<file path="src/rtl/fifo_wr_arbiter.sv">
// Round-robin, burst-aware arbiter sharing one FIFO write port between NUM_REQ requesters.
// One IDLE cycle of arbitration precedes every grant; transfers happen only in BURST.
module fifo_wr_arbiter #(
  parameter int NUM_REQ      = 4,
  parameter int DW           = 140,
  parameter int MAX_BURST    = 8,
  parameter int IDLE_TIMEOUT = 16,
  parameter int IDW          = $clog2(NUM_REQ)
) (
  input  logic                  clk_in,
  input  logic                  rst_n,
  input  logic [NUM_REQ-1:0]    req_valid,
  input  logic [NUM_REQ-1:0]    req_last,
  input  logic [NUM_REQ*DW-1:0] req_data,
  output logic [NUM_REQ-1:0]    req_ready,
  input  logic                  fifo_full,
  output logic                  fifo_w_enable,
  output logic [DW-1:0]         data_to_fifo,
  output logic [IDW-1:0]        grant_id,
  output logic                  busy,
  input  logic                  cnt_clr,
  output logic [15:0]           word_count
);

  typedef enum logic {S_IDLE = 1'b0, S_BURST = 1'b1} state_t;

  localparam logic [7:0]     BURST_LAST = 8'(MAX_BURST - 1);
  localparam logic [7:0]     IDLE_LAST  = 8'(IDLE_TIMEOUT - 1);
  localparam logic [IDW-1:0] LAST_IDX   = IDW'(NUM_REQ - 1);

  state_t         r_state, w_state_nxt;
  logic [IDW-1:0] r_grant, w_grant_nxt;
  logic [IDW-1:0] r_rr_ptr, w_rr_nxt;
  logic [IDW-1:0] w_pick;
  logic [7:0]     r_burst_cnt, w_burst_nxt;
  logic [7:0]     r_idle_cnt, w_idle_nxt;
  logic [15:0]    r_word_count;
  logic           w_any_valid;
  logic           w_xfer;
  logic           w_release;

  assign w_any_valid = |req_valid;

  // Scan downward so the requester closest to r_rr_ptr is the last to overwrite w_pick.
  always_comb begin
    w_pick = r_rr_ptr;
    for (int k = NUM_REQ - 1; k >= 0; k--) begin
      if (req_valid[(int'(r_rr_ptr) + k) % NUM_REQ]) begin
        w_pick = IDW'((int'(r_rr_ptr) + k) % NUM_REQ);
      end
    end
  end

  // Handshake: a word moves when req_valid[g] & req_ready[g] are both high at a clk_in edge;
  // req_ready[g] is !fifo_full in BURST, so a write-enable pulse and an accept are the same event.
  always_comb begin
    req_ready    = '0;
    w_xfer       = 1'b0;
    data_to_fifo = '0;
    if (r_state == S_BURST) begin
      req_ready[r_grant] = !fifo_full;
      w_xfer             = req_valid[r_grant] & !fifo_full;
      data_to_fifo       = req_data[int'(r_grant)*DW +: DW];
    end
  end

  assign w_release = (r_state == S_BURST) &&
                     ((w_xfer && (req_last[r_grant] || (r_burst_cnt == BURST_LAST))) ||
                      ((r_idle_cnt == IDLE_LAST) && !req_valid[r_grant]));

  always_comb begin
    w_state_nxt = r_state;
    w_grant_nxt = r_grant;
    w_rr_nxt    = r_rr_ptr;
    w_burst_nxt = r_burst_cnt;
    w_idle_nxt  = r_idle_cnt;
    case (r_state)
      S_IDLE: begin
        if (w_any_valid) begin
          w_state_nxt = S_BURST;
          w_grant_nxt = w_pick;
          w_burst_nxt = '0;
          w_idle_nxt  = '0;
        end
      end
      S_BURST: begin
        // A full FIFO freezes both counters.
        if (w_xfer) begin
          w_burst_nxt = r_burst_cnt + 8'd1;
          w_idle_nxt  = '0;
        end else if (!req_valid[r_grant] && !fifo_full) begin
          w_idle_nxt = r_idle_cnt + 8'd1;
        end
        if (w_release) begin
          w_state_nxt = S_IDLE;
          w_rr_nxt    = (r_grant == LAST_IDX) ? '0 : r_grant + 1'b1;
        end
      end
      default: w_state_nxt = S_IDLE;
    endcase
  end

  always_ff @(posedge clk_in or negedge rst_n) begin
    if (!rst_n) begin
      r_state     <= S_IDLE;
      r_grant     <= '0;
      r_rr_ptr    <= '0;
      r_burst_cnt <= '0;
      r_idle_cnt  <= '0;
    end else begin
      r_state     <= w_state_nxt;
      r_grant     <= w_grant_nxt;
      r_rr_ptr    <= w_rr_nxt;
      r_burst_cnt <= w_burst_nxt;
      r_idle_cnt  <= w_idle_nxt;
    end
  end

  // Clear beats a same-cycle write; the count wraps naturally at 16 bits.
  always_ff @(posedge clk_in or negedge rst_n) begin
    if (!rst_n) begin
      r_word_count <= '0;
    end else if (cnt_clr) begin
      r_word_count <= '0;
    end else if (w_xfer) begin
      r_word_count <= r_word_count + 16'd1;
    end
  end

  assign fifo_w_enable = w_xfer;
  assign busy          = (r_state == S_BURST);
  assign grant_id      = r_grant;
  assign word_count    = r_word_count;

endmodule

</file>
<file path="config.mk">
export PLATFORM = sky130hd
export DESIGN_NAME = fifo_wr_arbiter
export DESIGN_NICKNAME = d
export VERILOG_FILES = /design/src/rtl/fifo_wr_arbiter.sv
export SDC_FILE = /design/constraint.sdc
export NUM_CORES = 1
export LEC_CHECK = 0
export BUFFER_PORTS_ARGS = -buffer_cell sky130_fd_sc_hd__buf_4
export CAP_MARGIN = 10
export CORE_AREA = 2 2 283 285
export DETAILED_ROUTE_END_ITERATION = 7
export DIE_AREA = 0 0 285 287
export PLACE_DENSITY_LB_ADDON = 0.08
export SLEW_MARGIN = 0
export SYNTH_ARGS = -nofsm -noshare
export SYNTH_HDL_FRONTEND = slang
export SYNTH_SLANG_ARGS = --single-unit
</file>
<file path="constraint.sdc">
create_clock -name clk_in -period 5.56 [get_ports clk_in]
set_clock_uncertainty 0.05 [all_clocks]
set_input_delay 1.112 -clock clk_in [delete_from_list [all_inputs] [get_ports clk_in]]
set_output_delay 1.112 -clock clk_in [all_outputs]
set_load 0.01 [all_outputs]
</file>
# [Word-level counts from Yosys, hierarchy flattened]
# Cells that the tools add are included.
[totals] register_bits=37 elab_cells=87
[op_classes] n_addsub=7 n_mul=1 n_lt_le_gt_ge=6 n_eq_ne=6 shifts=1 n_mux=36 bitwise_logic=6 n_reduce_logical=18
[op_table] operator="560-bit by 11-bit indexed part select with 140-bit output" n=1
[op_table] operator="140-bit two-way mux" n=1
[op_table] operator="16-bit two-way mux" n=2
[op_table] operator="8-bit two-way mux" n=4
[op_table] operator="8-bit case mux with 2 select lines" n=2
[op_table] operator="16-bit by 1-bit adder with 16-bit output (second input constant)" n=1
[op_table] operator="8-bit by 1-bit adder with 8-bit output (second input constant)" n=2
[op_table] operator="1-bit two-way mux" n=13
[op_table] operator="1-bit binary-select mux with 2-bit select" n=6
[op_table] operator="3-bit by 4-bit < comparator with 1-bit output (second input constant)" n=3
[op_table] operator="2-bit two-way mux" n=5
[op_table] operator="8-bit by 3-bit equality test with 1-bit output (second input constant)" n=1
[op_table] operator="8-bit by 4-bit equality test with 1-bit output (second input constant)" n=1
[op_table] operator="2-bit by 6-bit multiplier with 8-bit output (second input constant)" n=1
[op_table] operator="2-bit AND reduction" n=4
[op_table] operator="2-bit by 3-bit < comparator with 1-bit output (second input constant)" n=2
[op_table] operator="2-bit OR reduction" n=3
[op_table] operator="1-bit logical AND" n=5
[op_table] operator="2-bit by 1-bit adder with 2-bit output (second input constant)" n=2
[op_table] operator="2-bit adder (second input constant)" n=2
[op_table] operator="4-bit bitwise AND" n=1
[op_table] operator="4-bit two-way mux" n=1
[op_table] operator="4-bit OR reduction" n=1
[op_table] operator="1-bit bitwise AND (first input constant)" n=3
[op_table] operator="other kinds (12)" n=14

# [Longest topological paths before layout]
[depth] depth_word=10 depth_mapped=7 depth_no_buf=5

# [Worst setup path before layout]
# OpenSTA, ideal clock, no wires.
[synth_path] path_type="input to output" from="input req_valid[3]" to="output fifo_w_enable" arrival_time_ns=2.024 setup_slack_ns=2.374 cell_stages=4 path_buffers=1 cell_sequence="mux4_2 > buf_2 > nand2_2 > inv_1"
[synth_via] elab_chain_cells=4
[synth_lines] item="start, declared" line_no="12" text="input logic [NUM_REQ-1:0] req_valid,"
[synth_lines] item="1-bit binary-select mux with 2-bit select" line_no="62" text="w_xfer = req_valid[r_grant] & !fifo_full;"
[synth_lines] item="1-bit two-way mux (not written as such)" line_no="62"
[synth_lines] item="1-bit bitwise AND" line_no="62"
[synth_lines] item="1-bit two-way mux" line_no="60" text="if (r_state == S_BURST) begin"
[synth_lines] item="end, declared" line_no="17" text="output logic fifo_w_enable,"
# No other way between the ends. The select of a mux whose other input is x is not followed.

# [Worst setup path in the final report]
[layout_path] from="register r_grant[0] (netlist: grant_id[0])" to="output data_to_fifo[12]"
[layout_via] elab_chain_cells=3
[layout_lines] item="start, declared" line_no="32" text="logic [IDW-1:0] r_grant, w_grant_nxt;"
[layout_lines] item="start signal, assigned" line_no="112" text="r_grant <= w_grant_nxt;"
[layout_lines] item="2-bit by 6-bit multiplier with 8-bit output" line_no="63" text="data_to_fifo = req_data[int'(r_grant)*DW +: DW];"
[layout_lines] item="560-bit by 11-bit indexed part select with 140-bit output" line_no="63"
[layout_lines] item="140-bit two-way mux" line_no="60"
[layout_lines] item="end, declared" line_no="18" text="output logic [DW-1:0] data_to_fifo,"
# No other way between the ends.

==> summary.txt <==
Detailed routing
  • Initial drt markers: 357
  • Vias: 8036
  • DRC: 0
  • Drt pass-1 iters: 4
  • Vias/cell: 3.489
  • Routed Antenna Nets: 0
  • Wire length per cell: 24.17 µm
  • DRT Wirelength: 55670 µm

Synthesis
  • Async set-or-reset flop fraction in the synthesized netlist: 100.0%
  • Top_reg_cell synth: dfrtp_1
  • Dominant cell type by area after synthesis: mux4_2
  • Synth cell types: 45
  • Synthesized area per cell: 11.55 µm²
  • Sequential element share of the synthesized area: 14.54%
  • Syn nets: 1130
  • Cells after Synth: 551
  • Synthesized area: 0.006366 mm²
  • Synth top area cells: mux4_2, dfrtp_1, and2_1
  • Synthesis warning total: 0
  • EDFF count, synth: 0
  • Synth Register Bits: 37
  • Top-area cell type share of the netlist area: 50.24%

Clocking
  • Worst-Skew Late Latency: 0.28 ns
  • Clock buffer depth: 2
  • Clock-pin slew on the worst setup and hold paths: 0.06 ns
  • Root Driver: clkbuf_16
  • TritonCTS Sinks: 37
  • CTS Hold Buffers Added: 0
  • CTS H-tree depth: 2
  • Number of gates resized after CTS: 0
  • CTS tree: built
  • # Post-CTS Setup Buffers: 0
  • Number of buffers created by CTS: 5

Cells and area
  • Layout area overhead: 107.7%
  • Nets@finish: 1823
  • Share of cells above drive strength 1: 72.69%

Timing
  • Final Max Slew Viols: 0
  • Final setup vio count: 0
  • Relative slew slack: 45.81%
  • Tcrit/Tclk final: 70.79%
  • Hold Vio Cnt, Final: 0
  • Worst slew pin tran: 0.8129 ns
  • RSZ-0062 raised after global routing: false
  • Tmin final: 3.936 ns
  • Max Clk Rate: 0.2541 GHz
  • Setup TNS: 0 ns

Floorplan
  • Die ar.: 0.08180 mm²
  • CORE AREA: 0.07861 mm²
  • I/O pins: 736
  • Horiz. Die Dim: 285 µm
  • Row count: 103
  • Chip height: 287 µm
  • Initial Util: 8.098%

Setup path
  • Cell Chain, Critical Path: buf_4 -> mux4_2 -> and2_1 -> buf_4
  • Critical path startpoint category: flop
  • RR Startpoint: busy
  • Slowest stage delay, CP: 0.93 ns
  • Arrival time at the worst endpoint: 2.77 ns
  • Worst Path Max Fanout: 33
  • CP max stage cell: dfrtp_4
  • Worst Setup Path Type: flop to output port
  • CP most frequent cell: buf_4
  • Worst EP required: 4.40 ns
  • Critical Path Start: grant_id[0]
  • Worst setup EP type: output port

Global route
  • Vias in the first global route: 8593
  • GR Overflow Total: 0
  • Largest net degree at the start of global routing: 71
  • Antenna violations before repair: 21
  • First-pass GRT wire length: 73330 µm
  • Total GRT Usage: 12.79%

Pwr
  • Lkg Pwr: 0.005781 µW
  • Final Power: 4788 µW
  • Max IR drop VDD: 172.1 µV
  • PwrDens: 362.1 mW/mm²

Placement
  • DP HPWL: 48440 µm
  • Port bufs: 735
  • Global placer's final weighted congestion: 0.8885

Run status
  • Outcome: completed

Job
  • Max-Cap Viols: 0

Min path
  • Hold Crit Class: flop to flop
  • Hold path start: r_idle_cnt[7]
[path summary, 6_finish.rpt]
check / end / slack (ns) / cells past startpoint
min in group asynchronous: word_count[7] / 0.76 / 1
setup / recovery: data_to_fifo[12] / 1.62 / 4
max in group asynchronous: grant_id[0] / 4.28 / 1
setup reg to reg: word_count[15] / 2.81 / 5
hold / removal: r_idle_cnt[7] / 0.45 / 1
hold reg to reg: r_idle_cnt[7] / 0.45 / 1
[sequential cells by signal, indices dropped and copies added, names as in the netlist]
register     cells
word_count      16
r_burst_cnt      8
r_idle_cnt       8
grant_id         2
r_rr_ptr         2
busy             1
[synth_stat cells, types with 4 or more instances]
cell / instances
nor2_1: 19
ha_1: 7
inv_1: 8
a21oi_1: 11
buf_2: 17
nand3_1: 11
or3_1: 5
clkbuf_1: 36
o21ai_0: 12
a32o_1: 4
nand4_1: 7
o31ai_1: 5
dfrtp_1: 37
or4_1: 6
and3_1: 4
xor2_1: 11
mux4_2: 142
and2_1: 145
nand2_1: 19
[metal layers]
layer  up-vias  track usage [%]  wire [µm]
met3        43            3.579       3822
met5         -                0         51
met2       343            23.95      30410
met4         8            2.644        741
met1      4071            14.37      20650
li1       3571                -          -
[layout by cell type, fill, tap and decap left out, types with 3 or more instances in the layout]
master and n:
nand2_1 19, dfrtp_1 34, clkbuf_16 5, and3_1 4, buf_4 740, a21oi_1 11
o21ai_0 12, or2_2 3, dfrtp_4 3, mux4_2 142, nor2b_1 3, a21o_1 3
or3_1 5, diode_2 8, nor4_1 3, nand2b_1 3, o31ai_1 5, nand4_1 7
a32o_1 4, a22o_1 3, ha_1 7, buf_12 3, and2_1 145, inv_1 8
nor2_1 19, nand3_1 11, xor2_1 11, or4_1 6
[kinds of logic after synthesis]
family / Yosys count / share of synthesized area [%]
xor gates and xnor gates: 13 / 1.789
and+or+nand+nor: 237 / 22.11
AOI/OAI and AO/OA: 47 / 5.169
DFF: 37 / 14.54
buffers and inverters: 65 / 4.285
adders and majority gates: 7 / 1.376
muxes: 145 / 50.73
[metrics by stage]
stage                     worst slack (ns)  std cells  hold slack [ns]  utilization, %  cell area (µm²)
after floorplan                      2.374        551           0.4136               -             6366
after global placement               1.783       2287           0.4454           16.62            13060
after detailed placement             1.777       2287           0.4397           16.62            13060
after CTS                            1.557       2295           0.4580           16.79            13200
after global routing                 1.431       2302           0.5091           16.82            13220
final                                1.624       2303           0.4519           16.82            13220
[layout make-up]
class                   instances  area (µm²)
multi-input cells             449        5167
inverters                       8       30.03
well taps                    1050        1314
repair buffers                743        5615
clock buffers                   6       128.9
flip-flops and latches         37       937.1
clock inverters                 2       10.01
fillers                      8934       65390
diodes                          8       20.02
[critical path: cells and delay by family, from the launching register on]
| kind | cells | cell delay, ns |
|---|---|---|
| buffers and inverters | 2 | 0.70 |
| DFF | 1 | 0.93 |
| muxes | 1 | 0.62 |
| and+or+nand+nor | 1 | 0.19 |
[report_power, final]
group	switching [µW]	total, µW	internal [µW]
Clock	121	286	165
Combinational	1760	3990	2220
Sequential	202	516	313
Note: power is estimated with default switching activity, not from simulation.
